[config.mk]
export PLATFORM = sky130hd
export DESIGN_NAME = uart_receiver_flat
export DESIGN_NICKNAME = d
export VERILOG_FILES = /design/src/rtl/uart_pkg.sv /design/src/rtl/uart_receiver_if.sv /design/src/rtl/sync_2ff.sv /design/src/rtl/uart_receiver.sv /design/src/flat_wrapper.sv
export SDC_FILE = /design/constraint.sdc
export NUM_CORES = 1
export LEC_CHECK = 0
export BUFFER_PORTS_ARGS = -buffer_cell sky130_fd_sc_hd__buf_2
export CORE_ASPECT_RATIO = 1.4
export CORE_MARGIN = 3
export CORE_UTILIZATION = 52
export DETAILED_ROUTE_END_ITERATION = 10
export MAX_ROUTING_LAYER = met4
export PLACE_DENSITY_LB_ADDON = 0.08
export SETUP_SLACK_MARGIN = 0.1
export SLEW_MARGIN = 15
export SYNTH_ARGS = -nofsm -noshare
export SYNTH_HDL_FRONTEND = slang
export SYNTH_HIERARCHICAL = 1
export SYNTH_SLANG_ARGS = --single-unit
[constraint.sdc]
create_clock -name Clock -period 1.9 [get_ports Clock]
set_input_delay 0.095 -clock Clock [delete_from_list [all_inputs] [get_ports Clock]]
set_output_delay 0.095 -clock Clock [all_outputs]
set_load 0.03 [all_outputs]
[src/rtl/uart_pkg.sv]
// Shared UART definitions: FSM state encoding and bit-timing derivation,
// common to the receive and transmit paths.
package uart_pkg;

  localparam logic [1:0] IDLE  = 2'd0;
  localparam logic [1:0] START = 2'd1;
  localparam logic [1:0] DATA  = 2'd2;
  localparam logic [1:0] STOP  = 2'd3;

  function automatic int clog2(input int value);
    int r;
    int v;
    r = 0;
    v = value - 1;
    while (v > 0) begin
      r = r + 1;
      v = v >> 1;
    end
    return r;
  endfunction

  // Cycles per serial bit.
  function automatic int symbol_edge_time(input int clock_freq, input int baud_rate);
    return clock_freq / baud_rate;
  endfunction

  // Offset from the start edge to the middle of a bit.
  function automatic int sample_time(input int clock_freq, input int baud_rate);
    return symbol_edge_time(clock_freq, baud_rate) / 2;
  endfunction

  // Never narrower than one bit, even for degenerate rates.
  function automatic int counter_width(input int clock_freq, input int baud_rate);
    int w;
    w = clog2(symbol_edge_time(clock_freq, baud_rate));
    return (w < 1) ? 1 : w;
  endfunction

endpackage

[src/rtl/uart_receiver_if.sv]
// Byte handshake between the UART receive path and the memory-mapped IO logic.
interface uart_receiver_if;

  logic [7:0] DataOut;
  logic       DataOutValid;
  logic       DataOutReady;

  modport master (
    output DataOut,
    output DataOutValid,
    input  DataOutReady
  );

  modport slave (
    input  DataOut,
    input  DataOutValid,
    output DataOutReady
  );

endinterface

[src/rtl/sync_2ff.sv]
// Two-flop synchronizer for a single asynchronous input; the reset value is
// the input's idle level so no spurious edge appears after reset.
module sync_2ff #(
  parameter logic RESET_VAL = 1'b1
) (
  input  logic clk_i,
  input  logic rst_ni,
  input  logic d_i,
  output logic q_o
);

  logic meta_q;
  logic sync_q;

  always_ff @(posedge clk_i or negedge rst_ni) begin
    if (!rst_ni) begin
      meta_q <= RESET_VAL;
      sync_q <= RESET_VAL;
    end else begin
      meta_q <= d_i;
      sync_q <= meta_q;
    end
  end

  assign q_o = sync_q;

endmodule

[src/rtl/uart_receiver.sv]
// 8N1 UART receiver: mid-bit sampling, one-byte holding register with
// ready/valid pop, sticky framing and overrun flags.
module uart_receiver
  import uart_pkg::*;
#(
  parameter int ClockFreq = 50_000_000,
  parameter int BaudRate  = 115_200
) (
  input  logic              Clock,
  input  logic              Reset,
  input  logic              SIn,
  uart_receiver_if.master   rx,
  output logic              FramingError,
  output logic              Overrun,
  input  logic              ClearErrors
);

  localparam int SymbolEdgeTime = symbol_edge_time(ClockFreq, BaudRate);
  localparam int SampleTime     = sample_time(ClockFreq, BaudRate);
  localparam int CounterWidth   = counter_width(ClockFreq, BaudRate);

  localparam logic [CounterWidth-1:0] CNT_MID  = CounterWidth'(SampleTime - 1);
  localparam logic [CounterWidth-1:0] CNT_LAST = CounterWidth'(SymbolEdgeTime - 1);

  logic                    rx_s;
  logic [1:0]              state_q, state_d;
  logic [CounterWidth-1:0] cnt_q, cnt_d;
  logic [2:0]              bitcnt_q, bitcnt_d;
  logic [7:0]              shift_q, shift_d;
  logic [7:0]              dout_q, dout_d;
  logic                    valid_q, valid_d;
  logic                    ferr_q, ferr_d;
  logic                    ovr_q, ovr_d;

  logic cnt_hit_mid;
  logic cnt_hit_last;
  logic stop_sample;
  logic pop;
  logic good_frame;
  logic load;
  logic ovr_set;
  logic ferr_set;

  sync_2ff #(
    .RESET_VAL (1'b1)
  ) u_sync_sin (
    .clk_i  (Clock),
    .rst_ni (Reset),
    .d_i    (SIn),
    .q_o    (rx_s)
  );

  assign cnt_hit_mid  = (cnt_q == CNT_MID);
  assign cnt_hit_last = (cnt_q == CNT_LAST);

  always_ff @(posedge Clock or negedge Reset) begin
    if (!Reset) begin
      state_q <= IDLE;
    end else begin
      state_q <= state_d;
    end
  end

  always_comb begin
    state_d = state_q;
    unique case (state_q)
      IDLE:    if (!rx_s) state_d = START;
      START:   if (cnt_hit_mid) state_d = rx_s ? IDLE : DATA;
      DATA:    if (cnt_hit_last && (bitcnt_q == 3'd7)) state_d = STOP;
      STOP:    if (cnt_hit_last) state_d = IDLE;
      default: state_d = IDLE;
    endcase
  end

  // Counter, bit index and shift register advance with the FSM; stop_sample
  // marks the single edge where the frame is resolved.
  always_comb begin
    cnt_d       = cnt_q;
    bitcnt_d    = bitcnt_q;
    shift_d     = shift_q;
    stop_sample = 1'b0;
    unique case (state_q)
      IDLE: begin
        cnt_d    = '0;
        bitcnt_d = '0;
      end
      START: begin
        if (cnt_hit_mid) begin
          cnt_d    = '0;
          bitcnt_d = '0;
        end else begin
          cnt_d = cnt_q + 1'b1;
        end
      end
      DATA: begin
        if (cnt_hit_last) begin
          cnt_d    = '0;
          shift_d  = {rx_s, shift_q[7:1]};
          bitcnt_d = bitcnt_q + 1'b1;
        end else begin
          cnt_d = cnt_q + 1'b1;
        end
      end
      STOP: begin
        if (cnt_hit_last) begin
          cnt_d       = '0;
          stop_sample = 1'b1;
        end else begin
          cnt_d = cnt_q + 1'b1;
        end
      end
      default: begin
        cnt_d    = '0;
        bitcnt_d = '0;
      end
    endcase
  end

  // A pop on the load edge frees the holding register, so that case loads
  // rather than overruns.
  assign pop        = valid_q & rx.DataOutReady;
  assign good_frame = stop_sample & rx_s;
  assign load       = good_frame & (~valid_q | rx.DataOutReady);
  assign ovr_set    = good_frame & valid_q & ~rx.DataOutReady;
  assign ferr_set   = stop_sample & ~rx_s;

  always_comb begin
    dout_d  = load ? shift_q : dout_q;
    valid_d = load ? 1'b1 : (pop ? 1'b0 : valid_q);
    ferr_d  = ferr_set ? 1'b1 : (ClearErrors ? 1'b0 : ferr_q);
    ovr_d   = ovr_set  ? 1'b1 : (ClearErrors ? 1'b0 : ovr_q);
  end

  always_ff @(posedge Clock or negedge Reset) begin
    if (!Reset) begin
      cnt_q    <= '0;
      bitcnt_q <= '0;
      shift_q  <= '0;
      dout_q   <= 8'h00;
      valid_q  <= 1'b0;
      ferr_q   <= 1'b0;
      ovr_q    <= 1'b0;
    end else begin
      cnt_q    <= cnt_d;
      bitcnt_q <= bitcnt_d;
      shift_q  <= shift_d;
      dout_q   <= dout_d;
      valid_q  <= valid_d;
      ferr_q   <= ferr_d;
      ovr_q    <= ovr_d;
    end
  end

  assign rx.DataOut      = dout_q;
  assign rx.DataOutValid = valid_q;
  assign FramingError    = ferr_q;
  assign Overrun         = ovr_q;

endmodule

[src/flat_wrapper.sv]
// flat-port wrapper written by rule: the top's interface ports become plain ports
module uart_receiver_flat import uart_pkg::*;
#(
  parameter int ClockFreq = 50_000_000,
  parameter int BaudRate  = 115_200
)
  (Clock, Reset, SIn, FramingError, Overrun, ClearErrors, rx_DataOut, rx_DataOutValid, rx_DataOutReady);
  uart_receiver_if rx_i ();
  input  logic Clock;
  input  logic Reset;
  input  logic SIn;
  output logic FramingError;
  output logic Overrun;
  input  logic ClearErrors;
  output wire logic [$bits(rx_i.DataOut)-1:0] rx_DataOut;
  output wire logic [$bits(rx_i.DataOutValid)-1:0] rx_DataOutValid;
  input wire logic [$bits(rx_i.DataOutReady)-1:0] rx_DataOutReady;
  assign rx_DataOut = rx_i.DataOut;
  assign rx_DataOutValid = rx_i.DataOutValid;
  assign rx_i.DataOutReady = rx_DataOutReady;
  uart_receiver #(.ClockFreq(ClockFreq), .BaudRate(BaudRate)) u_core (.Clock(Clock), .Reset(Reset), .SIn(SIn), .rx(rx_i), .FramingError(FramingError), .Overrun(Overrun), .ClearErrors(ClearErrors));
endmodule
-- Word level (Yosys, flattened, before mapping)
Cells that the tools add are included.
Widths: inputs -> output; s select.
- bits in registers: 35
- input port bits: 5
- logic and storage cells: 62
- $add $sub $neg: 2
- eq/ne operators: 11
- mux-type cells: 19
- bitwise logic cells: 10
- reduce and logical (&&, ||, !) cells: 10
- operators with widths (kind ; count):
    $pmux 9 s3 ; 1
    $mux 9 ; 2
    $mux 2 ; 5
    $add 9x1->9 const B ; 1
    $eq 9x8->1 const B ; 1
    $eq 9x9->1 const B ; 1
    $pmux 3 s3 ; 1
    $ne 2x1->1 const B ; 4
    $pmux 2 s4 ; 1
    $mux 1 ; 7
    $and 1x1->1 ; 6
    $mux 3 ; 2
    $reduce_bool 2->1 ; 3
    $eq 2x2->1 const B ; 2
    $reduce_and 4->1 ; 1
    $add 3x1->3 const B ; 1
    $eq 3x3->1 const B ; 1
    $not 1->1 ; 3
    $reduce_and 3->1 ; 1
    $reduce_bool 3->1 ; 1
    $eq 2x1->1 const B ; 1
    $logic_not 2->1 ; 1
    $ne 2x2->1 const B ; 1
    $reduce_and 2->1 ; 1
    3 further kinds ; 3

-- Depth between registers and ports, before layout
Gate-level depths: netlist (run 1).
- word-level depth: 7
- mapped depth: 6

-- Cells and area by module
Netlist (run 1), hierarchy kept.
- by module, submodules not included (module ; instances ; cells an instance ; area an instance (µm²) ; sequential area each (µm²)):
    uart_receiver ; 1 ; 128 ; 1571.5 ; 825.8
    sync_2ff ; 1 ; 2 ; 52.6 ; 52.6

-- Worst setup path before layout (run 1)
OpenSTA, ideal clock, no wires.
- path kind: reg2reg
- from: register u_core.cnt_q[1]
- to: register u_core.dout_q[0], in the netlist u_core/rx.DataOut[0]
- arrival: 1.660 ns
- data required time: 1.775 ns
- slack: 0.115 ns
- cell stages (with the launch flop): 6
- buffers on the path: 0
- clock period less this slack: 1.785 ns
- cell sequence: dfrtp_1 > inv_1 > ha_1 > nand4b_4 > nor4_4 > mux2_2
- longest elaborated chain between the ends: 5
- ends and longest elaborated chain (what ; line ; source):
    start: declaration ; uart_receiver.sv:27 ; logic [CounterWidth-1:0] cnt_q, cnt_d;
    start signal: assignment ; uart_receiver.sv:144 ; cnt_q <= cnt_d;
    $eq 9x9->1 ; uart_receiver.sv:54 ; assign cnt_hit_last = (cnt_q == CNT_LAST);
    $mux 1 ; uart_receiver.sv:105 ; if (cnt_hit_last) begin
    $mux 1 ; uart_receiver.sv:82 ; unique case (state_q)
    $and 1x1->1 ; uart_receiver.sv:122 ; assign good_frame = stop_sample & rx_s;
    $and 1x1->1 ; uart_receiver.sv:123 ; assign load = good_frame & (~valid_q | rx.DataOutReady);
    end signal: assignment ; uart_receiver.sv:147 ; dout_q <= dout_d;
    end: declaration ; uart_receiver.sv:30 ; logic [7:0] dout_q, dout_d;
No other way between the ends.
A chain may end at the register's enable or synchronous reset.

-- Worst setup path in the final report (run 1)
- from: register u_core.cnt_q[0]
- to: register u_core.cnt_q[7]
- longest elaborated chain between the ends: 3
- elaborated cells between the ends (all ways): 6
- classes of those cells: add/sub: 1; eq/ne: 2; mux: 3
- ends and longest elaborated chain (what ; line):
    $add 9x1->9 (tied with other cells) ; uart_receiver.sv:92, uart_receiver.sv:101, uart_receiver.sv:109
    $mux 9, on equally long branches ; uart_receiver.sv:96, uart_receiver.sv:105, uart_receiver.sv:88
    $pmux 9 s3 * ; uart_receiver.sv:82
    named net u_core.cnt_d[7] ; uart_receiver.sv:27
The timed path passes the listed nets; every way through them passes the cells marked *.

==> results.py, run 1 <==
metrics = {
    "outcome": {
        "status": "completed",
    },
    "place": {
        "port_buffers": 15,
        "hpwl_mm": 2.32,
        "gp_congestion": 0.835,
        "dp.cells": 184,
    },
    "sta": {
        "slew_violations": 0,
        "period_needed_ps": 1800,
        "clock_skew_ps": 4.48,
        "max_freq_mhz": 556,
        "finalCritPeriodShare_pct": 94.7,
        "maxSlewHeadroom_pct": 48.7,
        "finalHoldViolCount": 0,
        "worst_slew_pin_slew_ps": 770,
        "setup_violations": 0,
        "rsz0062_at_grt": "true",
        "tns_ps": 0,
    },
    "layout": {
        "n_antenna_cell": 0,
        "multi_input_area_sq_um": 726,
        "ff_latch_area_sq_um": 881,
        "post_layout_nonfiller_instances": 197,
        "fillCellCount": 243,
        "drive_above_1_share_pct": 38.1,
        "nets": 169,
        "area_growth_pct": 18.4,
    },
    "worst_hold_path": {
        "holdPathStages": 2,
        "hold_path_startpoint": "ClearErrors",
        "hold_path_class": "input pin to flip-flop",
        "holdPathEnd": "u_core/FramingError",
    },
    "grt": {
        "use_met1_pct": 24.0,
        "grt_usage_pct": 20.6,
        "overflow": 0,
        "met2_usage_pct": 33.2,
        "grt_pass1_wl_mm": 5.55,
        "grt_pass1_vias": 1180,
        "grt-busiest-layer": "met2",
        "grt_max_degree": 36,
        "antenna_found_initial": 0,
        "met3_usage_pct": 6.57,
    },
    "yosys": {
        "syn_area_per_cell_sq_um": 12.5,
        "synth_edf_count": 0,
        "ys_async_sr_fraction_pct": 100,
        "synth_fp_nets": 140,
        "syn_area_sq_um": 1620,
        "ys_types": 37,
        "yosysSeqAreaShare_pct": 54.1,
        "ys.flop_type": "dfrtp_1",
        "ys_warn_count": 6,
        "synth_cells": 130,
        "ys_ff_latch": 35,
    },
    "cts": {
        "clock_latency_ps": 290,
        "cts_tree": "yes",
        "h-tree-depth": 2,
        "clock-sinks": 35,
        "cts.clk_slew.worst_paths_ps": 70,
        "cts_buffers": 5,
        "clockRootBuffer": "clkbuf_8",
        "cts_buffer_depth": 2,
    },
    "pwr": {
        "pwr-share-clk_pct": 40.5,
        "p_seq_share_pct": 57.9,
        "switchingPower_mw": 0.286,
        "ir_worst_vdd_mv": 0.747,
        "internal_power_mw": 1.01,
        "pwr-share-comb_pct": 1.6,
        "switching_share_pct": 22.1,
        "power.density_nw_per_um2": 674,
        "leakagePower_nw": 0.882,
    },
    "critical_path": {
        "regToRegSetupSlack_ps": 100,
        "worst-setup-path-type": "flip-flop to flip-flop",
        "rr_startpoint": "u_core/cnt_q[0]",
        "arrival_ps": 1960,
        "timing.rr.end": "u_core/cnt_q[7]",
        "crit_required_ps": 2060,
        "cp_max_fo": 8,
        "rr_worst_depth": 6,
        "critPathCaptureType": "flip-flop",
        "start_kind": "flip-flop",
    },
    "detailed_routing": {
        "drt_first_pass_iters": 4,
        "drt-wirelength-per-cell_um": 17.3,
        "vias": 1178,
        "drtIter0Drc": 34,
        "drc": 0,
        "wl_mm": 3.41,
        "viasPerCell": 5.98,
        "drtAntennaViolNets": 0,
    },
    "die": {
        "ioPinCount": 16,
        "rows": 23,
        "design.core.area_sq_um": 2940,
        "dieArea_sq_um": 3840,
        "die_x_um": 53.2,
        "die_y_um": 72.1,
        "initial_core_util_pct": 55.3,
    },
    "flow_run": {
        "max-cap-violations": 0,
    },
}
-- worst max-delay path, stage by stage, from the launching register on --
cell and delay [ps]:
dfrtp_2 440, inv_2 90, ha_4 130, or4b_4 500, o211ai_1 220, buf_4 200
a22oi_1 90
-- cells in the final DEF, fill, tap and decap left out, types with 2 or more instances in the layout --
master,instances
a21oi_1,4
a22oi_1,4
buf_2,15
buf_4,8
clkbuf_8,5
dfrtp_1,31
dfrtp_2,2
dfstp_2,2
dlygate4sd3_1,2
ha_1,3
inv_1,3
inv_2,2
mux2_2,16
nand2_1,4
nand3_1,9
nand4_1,4
nor2b_1,2
o211ai_1,4
o21ai_0,5
o22ai_1,2
o311ai_0,2
or3_1,4
or4_1,2
xor2_1,2
-- flip-flops by register name (all words and copies together) (netlist names), named ones only --
signal	cells
u_core/FramingError	1
u_core/Overrun	1
u_core/bitcnt_q	3
u_core/cnt_q	9
u_core/rx.DataOut	8
u_core/rx.DataOutValid	1
u_core/shift_q	8
u_core/state_q	1
u_core/u_sync_sin/meta_q	1
u_core/u_sync_sin/q_o	1
-- per-stage QoR --
| stage | hold slack, ps | total power, mW | utilization (%) | setup slack (ps) | instance area (sq um) |
|---|---|---|---|---|---|
| after global routing | 4.91 | 1.35 | 65.5 | 37.0 | 1920 |
| final | 12.9 | 1.30 | 65.5 | 101 | 1920 |
| after global placement | 198 | 0.784 | 60.3 | 189 | 1770 |
| after detailed placement | 201 | 0.784 | 60.3 | 124 | 1770 |
| after floorplan | -201 | 0.765 | - | 115 | 1620 |
| after CTS | 3.80 | 1.32 | 64.0 | 120 | 1880 |
-- layer usage --
layer	wire (um)	vias to the layer above
li1	-	552
met4	33	0
met2	1810	19
met3	112	5
met1	1450	602
met5	0	-
-- cell families after synthesis --
group                    Yosys count  share of synthesized area (%)
AND/OR/NAND/NOR                   35                           15.9
flip-flops                        35                           54.1
AO/OA/AOI/OAI                     27                           11.1
buffers and inverters              9                           2.39
adder cells (fa/ha/maj)            5                           3.85
multiplexers                      16                           11.1
XOR/XNOR                           3                           1.62
-- timing repair --
action / CTS / global route
pin swaps: 0 / 4
hold buffers: 2 / 0
hold endpoints to repair: 34 / 0
resized for setup: 1 / 10
setup endpoints to repair: 3 / 26
buffers inserted: 0 / 3
-- worst max-delay path by stage --
stage	from	endpoint	slack [ps]	depth (start not counted)
2_1_floorplan	u_core/cnt_q[1]	u_core/rx.DataOut[0]	120	5
3_3_place_gp	u_core/cnt_q[2]	u_core/rx.DataOut[2]	190	4
3_5_place_dp	u_core/cnt_q[1]	u_core/rx.DataOut[4]	120	6
4_1_cts	u_core/cnt_q[1]	u_core/rx.DataOut[4]	120	6
5_1_grt	u_core/cnt_q[0]	u_core/state_q[0]	40	6
6_report	u_core/cnt_q[0]	u_core/cnt_q[7]	100	6
-- synth_stat cells, types with 2 or more instances --
master | count | share of area, %
a21oi_1 | 4 | 1.2
a22oi_1 | 4 | 1.8
clkbuf_1 | 2 | 0.46
dfrtp_1 | 33 | 51
dfstp_2 | 2 | 3.2
ha_1 | 5 | 3.9
inv_1 | 5 | 1.2
mux2_2 | 16 | 11
nand2_1 | 4 | 0.92
nand3_1 | 9 | 2.8
nand4_1 | 4 | 1.5
nor2b_1 | 2 | 0.77
o211ai_1 | 4 | 1.8
o21ai_0 | 5 | 1.5
o22ai_1 | 2 | 0.77
o311ai_0 | 3 | 1.6
or3_1 | 4 | 1.5
or4_1 | 2 | 0.92
xor2_1 | 2 | 1.1
-- power groups by stage --
stage                     logic [mW]  clock network (mW)  registers (mW)
final                         0.0209               0.525           0.751
after floorplan             0.000188                   0           0.765
after CTS                     0.0225               0.542           0.751
after global routing          0.0241               0.573           0.751
after global placement        0.0184                   0           0.765
after detailed placement      0.0192                   0           0.765
-- layout make-up --
cell class	instances	share of cell area [%]
Clock inverter	2	0.651
Inverter	5	0.976
Sequential cell	35	45.8
Timing Repair Buffer	26	8.65
Tap cell	37	2.41
Clock buffer	6	3.77
Multi-Input combinational cell	86	37.7
Note: power is estimated with default switching activity, not from simulation.
==> inputs of run 2 (changes only) <==
--- a/config.mk
+++ b/config.mk
@@ -12,6 +12,7 @@
 export DETAILED_ROUTE_END_ITERATION = 10
 export MAX_ROUTING_LAYER = met4
 export PLACE_DENSITY_LB_ADDON = 0.08
+export RECOVER_POWER = 25
 export SETUP_SLACK_MARGIN = 0.1
 export SLEW_MARGIN = 15
 export SYNTH_ARGS = -nofsm -noshare
==> results.py, run 2 (synthesis gave the netlist of run 1 again) <==
metrics = {
    "outcome": {
        "status": "completed",
    },
    "critical_path": {
        "cp_max_fo": 8,
        "critPathCaptureType": "flip-flop",
        "worst-setup-path-type": "flip-flop to flip-flop",
        "timing.rr.end": "u_core/cnt_q[7]",
        "regToRegSetupSlack_ps": 100,
        "start_kind": "flip-flop",
        "arrival_ps": 1960,
        "rr_worst_depth": 6,
        "crit_required_ps": 2060,
        "rr_startpoint": "u_core/cnt_q[0]",
    },
    "die": {
        "die_x_um": 53.2,
        "rows": 23,
        "ioPinCount": 16,
        "die_y_um": 72.1,
        "design.core.area_sq_um": 2940,
        "dieArea_sq_um": 3840,
        "initial_core_util_pct": 55.3,
    },
    "detailed_routing": {
        "drt_first_pass_iters": 4,
        "drc": 0,
        "viasPerCell": 6.02,
        "wl_mm": 3.41,
        "drt-wirelength-per-cell_um": 17.3,
        "drtIter0Drc": 31,
        "drtAntennaViolNets": 0,
        "vias": 1185,
    },
    "layout": {
        "drive_above_1_share_pct": 31.3,
        "multi_input_area_sq_um": 726,
        "area_growth_pct": 17.6,
        "final_common_cell": "dfrtp_1",
        "fillCellCount": 249,
        "nets": 169,
        "largest_register_ffs": 9,
        "layout_common_cells": "dfrtp_1, mux2_2, clkbuf_1",
        "post-route-util_pct": 65.0,
        "n_antenna_cell": 0,
        "largest-register": "u_core/cnt_q",
        "ff_latch_area_sq_um": 881,
    },
    "grt": {
        "use_met1_pct": 24.0,
        "overflow": 0,
        "grt_pass1_vias": 1180,
        "grt_max_degree": 36,
        "met2_usage_pct": 33.2,
        "met3_usage_pct": 6.57,
        "grt_pass1_wl_mm": 5.55,
        "grt_usage_pct": 20.6,
        "grt-busiest-layer": "met2",
        "antenna_found_initial": 0,
    },
    "worst_hold_path": {
        "holdPathEnd": "u_core/FramingError",
        "hold_path_startpoint": "ClearErrors",
        "hold_path_class": "input pin to flip-flop",
        "holdPathStages": 2,
    },
    "cts": {
        "h-tree-depth": 2,
        "clockRootBuffer": "clkbuf_8",
        "cts_buffers": 5,
        "clock-sinks": 35,
        "cts_tree": "yes",
        "clock_latency_ps": 290,
        "cts.clk_slew.worst_paths_ps": 70,
        "cts_buffer_depth": 2,
    },
    "sta": {
        "clock_skew_ps": 3.69,
        "finalCritPeriodShare_pct": 94.8,
        "max_freq_mhz": 555,
        "tns_ps": 0,
        "period_needed_ps": 1800,
        "setup_violations": 0,
        "rsz0062_at_grt": "true",
        "finalHoldViolCount": 0,
        "slew_violations": 0,
        "worst_slew_pin_slew_ps": 857,
        "hold_ws_ps": 13.7,
        "maxSlewHeadroom_pct": 42.9,
    },
    "pwr": {
        "p_seq_share_pct": 57.8,
        "switchingPower_mw": 0.288,
        "pwr-share-clk_pct": 40.5,
        "switching_share_pct": 22.2,
        "pwr-share-comb_pct": 1.6,
        "power.density_nw_per_um2": 680,
        "ir_worst_vdd_mv": 0.755,
        "internal_power_mw": 1.01,
        "leakagePower_nw": 0.833,
    },
    "place": {
        "port_buffers": 15,
        "hpwl_mm": 2.32,
        "gp_congestion": 0.835,
    },
    "flow_run": {
        "max-cap-violations": 0,
    },
}
-- run 2: repair_timing --
action,CTS,global route
cloned,0,0
endpoints found under the hold margin,34,0
resized for setup,1,10
setup buffers,0,3
endpoints found under the setup margin,3,26
hold buffers,2,0
pin swaps,0,4
-- run 2: per-stage QoR --
stage	area (sq um)	setup slack [ps]	cells	power [mW]
2_1_floorplan	1620	115	130	0.765
3_3_place_gp	1770	189	184	0.784
3_5_place_dp	1770	124	184	0.784
4_1_cts	1880	120	194	1.32
5_1_grt	1910	37.0	197	1.35
6_report	1910	98.9	197	1.30
-- run 2: area by class of cell --
cell class	count	area share, %
flip-flops and latches	35	46.1
multi-input cells	86	38.0
repair buffers	26	7.99
clock buffers	6	3.80
well taps	37	2.42
inverters	5	0.983
clock inverters	2	0.655
-- run 2: worst max path at each step --
stage               slack, ps       startpoint                    to  cells after the start
floorplan                 120  u_core/cnt_q[1]  u_core/rx.DataOut[0]                      5
global route               40  u_core/cnt_q[0]     u_core/state_q[0]                      6
CTS                       120  u_core/cnt_q[1]  u_core/rx.DataOut[4]                      6
finish                    100  u_core/cnt_q[0]       u_core/cnt_q[7]                      6
global placement          190  u_core/cnt_q[2]  u_core/rx.DataOut[2]                      4
detailed placement        120  u_core/cnt_q[1]  u_core/rx.DataOut[4]                      6
-- run 2: per-layer routing --
| metal | part of all wire [%] | vias up |
|---|---|---|
| li1 | - | 549 |
| met1 | 41 | 597 |
| met2 | 52 | 31 |
| met3 | 4.7 | 8 |
| met4 | 1.9 | 0 |
| met5 | 0 | - |
-- run 2: power groups by stage --
stage	Combinational (mW)	Sequential (mW)	Clock, mW
2_1_floorplan	0.000188	0.765	0
3_3_place_gp	0.0184	0.765	0
3_5_place_dp	0.0192	0.765	0
4_1_cts	0.0225	0.751	0.542
5_1_grt	0.0241	0.751	0.573
6_report	0.0209	0.751	0.526
-- run 2: worst max-delay path: stages, from the launching register on --
cell      delay (ps)
dfrtp_2          440
inv_2             90
ha_4             130
or4b_4           500
o211ai_1         220
buf_4            200
a22oi_1           90
==> inputs of run 3 (changes only) <==
--- a/config.mk
+++ b/config.mk
@@ -8,7 +8,7 @@
 export BUFFER_PORTS_ARGS = -buffer_cell sky130_fd_sc_hd__buf_2
 export CORE_ASPECT_RATIO = 1.4
 export CORE_MARGIN = 3
-export CORE_UTILIZATION = 52
+export CORE_UTILIZATION = 51
 export DETAILED_ROUTE_END_ITERATION = 10
 export MAX_ROUTING_LAYER = met4
 export PLACE_DENSITY_LB_ADDON = 0.08
@@ -17,5 +17,4 @@
 export SLEW_MARGIN = 15
 export SYNTH_ARGS = -nofsm -noshare
 export SYNTH_HDL_FRONTEND = slang
-export SYNTH_HIERARCHICAL = 1
 export SYNTH_SLANG_ARGS = --single-unit
==> results.py, run 3 <==
metrics = {
    "critical_path": {
        "start_kind": "flip-flop",
        "arrival_ps": 1960,
        "rr_startpoint": "u_core.cnt_q[1]",
        "critPathCaptureType": "flip-flop",
        "crit_required_ps": 2060,
        "startpoint": "u_core.cnt_q[1]",
        "cp_max_fo": 4,
        "worst-setup-path-type": "flip-flop to flip-flop",
    },
    "yosys": {
        "synth_top_area_share_pct": 52.1,
        "yosysSeqAreaShare_pct": 55.5,
        "syn_area_per_cell_sq_um": 12.3,
        "syn_area_sq_um": 1580,
        "ys_async_sr_fraction_pct": 100,
        "synth_common_cells": "dfrtp_1, mux2_2, nand3_1, nor2_1, ha_1",
        "yosys.cell_count.top_type": "dfrtp_1",
        "synth_cells": 129,
        "ys_types": 32,
        "ys_ff_latch": 35,
        "synth_area_leaders": "dfrtp_1, mux2_2, nand3_1",
        "ys_warn_count": 0,
        "synth_fp_nets": 139,
        "synth_area_leader_cell": "dfrtp_1",
        "synth_edf_count": 0,
        "ys.flop_type": "dfrtp_1",
    },
    "die": {
        "initial_core_util_pct": 54.5,
        "dieArea_sq_um": 3820,
        "die_x_um": 53.1,
        "ioPinCount": 16,
        "design.core.area_sq_um": 2910,
        "rows": 23,
        "die_y_um": 71.9,
    },
    "cts": {
        "cts_buffer_depth": 2,
        "cts_tree": "yes",
        "clockRootBuffer": "clkbuf_8",
        "cts.clk_slew.worst_paths_ps": 70,
        "clock_latency_ps": 290,
        "clock-sinks": 35,
        "cts_buffers": 5,
        "h-tree-depth": 2,
    },
    "detailed_routing": {
        "dr_wl_met3_um": 139,
        "drt_first_pass_iters": 4,
        "viasPerCell": 5.58,
        "drc": 0,
        "wl_met1_mm": 1.11,
        "highest_layer": "met4",
        "drtAntennaViolNets": 0,
        "wl_mm": 2.87,
        "vias": 1088,
        "drt-wirelength-per-cell_um": 14.7,
        "wl_met2_mm": 1.57,
        "drtIter0Drc": 22,
    },
    "sta": {
        "tns_ps": 0,
        "maxSlewHeadroom_pct": 44.6,
        "period_needed_ps": 1800,
        "setup_violations": 0,
        "finalCritPeriodShare_pct": 94.5,
        "layout_setup_ws_ps": 104,
        "slew_violations": 0,
        "worst_slew_pin_slew_ps": 830,
        "max_freq_mhz": 557,
        "finalHoldViolCount": 0,
        "rsz0062_at_grt": "true",
        "clock_skew_ps": 8.95,
    },
    "layout": {
        "area_growth_pct": 19.9,
        "nets": 167,
        "largest_register_ffs": 9,
        "layout_common_cells": "dfrtp_1, mux2_2, nand3_1",
        "drive_above_1_share_pct": 31.0,
        "final_common_cell": "dfrtp_1",
        "n_antenna_cell": 0,
        "largest-register": "u_core.cnt_q",
    },
    "pwr": {
        "ir_worst_vdd_mv": 0.518,
        "leakagePower_nw": 0.893,
        "power.density_nw_per_um2": 752,
    },
    "grt": {
        "grt_pass1_vias": 1066,
        "grt_max_degree": 36,
        "grt_pass1_wl_mm": 4.69,
        "overflow": 0,
        "grt_usage_pct": 17.7,
        "antenna_found_initial": 0,
    },
    "worst_hold_path": {
        "hold_path_startpoint": "ClearErrors",
        "hold_path_class": "input pin to flip-flop",
    },
    "place": {
        "port_buffers": 15,
        "preCtsSetupSlack_ps": 51.7,
        "hpwl_mm": 1.86,
        "gp_congestion": 0.775,
    },
    "outcome": {
        "status": "completed",
    },
    "flow_run": {
        "max-cap-violations": 0,
    },
}
run 3: cell types whose count changed after synthesis, moves of 3 or more:
cell	change
nor2_1	+8
o21ai_0	-5
a21oi_1	-4
a22oi_1	-4
nand3_1	+4
or3_1	-4
o311ai_0	-3
run 3: final timing paths:
path	to	cells after the start	slack (ps)
max in group asynchronous	u_core.bitcnt_q[1]	2	930
max	u_core.cnt_q[0]	6	100
min	u_core.FramingError	2	20
min reg2reg	u_core.u_sync_sin.q_o	0	370
min in group asynchronous	u_core.shift_q[4]	2	440
max reg2reg	u_core.cnt_q[0]	6	100
run 3: final cells by class:
type                       instances  area [sq um]
sequential                        35           878
clock buffer                       5          68.8
multi-input combinational         85           698
inverter                           4          15.0
fill                             234          1010
clock inverter                     3          43.8
tap                               37          46.3
timing repair buffer              26           149
run 3: what timing repair did:
action                     4_1_cts  5_1_grt
setup buffers                    0        7
hold endpoints to repair        34        0
pin swaps                        1        7
resized for setup                1        4
cloned                           1        0
setup endpoints to repair        9       29
hold buffers                     2        0
run 3: report_power, final:
| part | leakage [nW] | switching [mW] | internal [mW] | total, mW |
|---|---|---|---|---|
| Combinational | 0.368 | 0.0149 | 0.00606 | 0.0210 |
| Clock | 0.0581 | 0.265 | 0.390 | 0.655 |
| Sequential | 0.467 | 0.00305 | 0.749 | 0.752 |
| Total | 0.893 | 0.283 | 1.15 | 1.43 |
run 3: per-stage QoR:
stage | instance area (sq um) | util (%) | power, mW | hold slack, ps | std cells
after CTS | 1840 | 63.4 | 1.45 | 14.3 | 188
final | 1900 | 65.3 | 1.43 | 19.1 | 195
after floorplan | 1580 | - | 0.766 | -201 | 129
after global placement | 1690 | 58.3 | 0.784 | 194 | 177
after global routing | 1900 | 65.3 | 1.48 | 17.1 | 195
after detailed placement | 1690 | 58.3 | 0.785 | 202 | 177
run 3: worst max-delay path, stage by stage, from the launching register on:
cell and delay (ps):
dfrtp_1 390, inv_2 80, ha_4 120, nand4_1 180, or4_4 580, a22oi_2 240
nor2_1 90
run 3: logic make-up (layout without fill, tap and decap cells):
kind of cell | Yosys count | count (layout) | synth area share [%]
buf+inv | 10 | 38 | 2.61
fa+ha+maj | 5 | 5 | 3.95
simple gates | 47 | 47 | 17.9
compound gates | 9 | 10 | 4.90
xor+xnor | 7 | 7 | 3.87
mux | 16 | 16 | 11.4
flops | 35 | 35 | 55.5
run 3: per-layer routing:
layer,GRT usage (%),up-vias
met4,7.95,0
li1,-,511
met5,-,-
met2,30.0,31
met3,5.75,7
met1,18.1,539
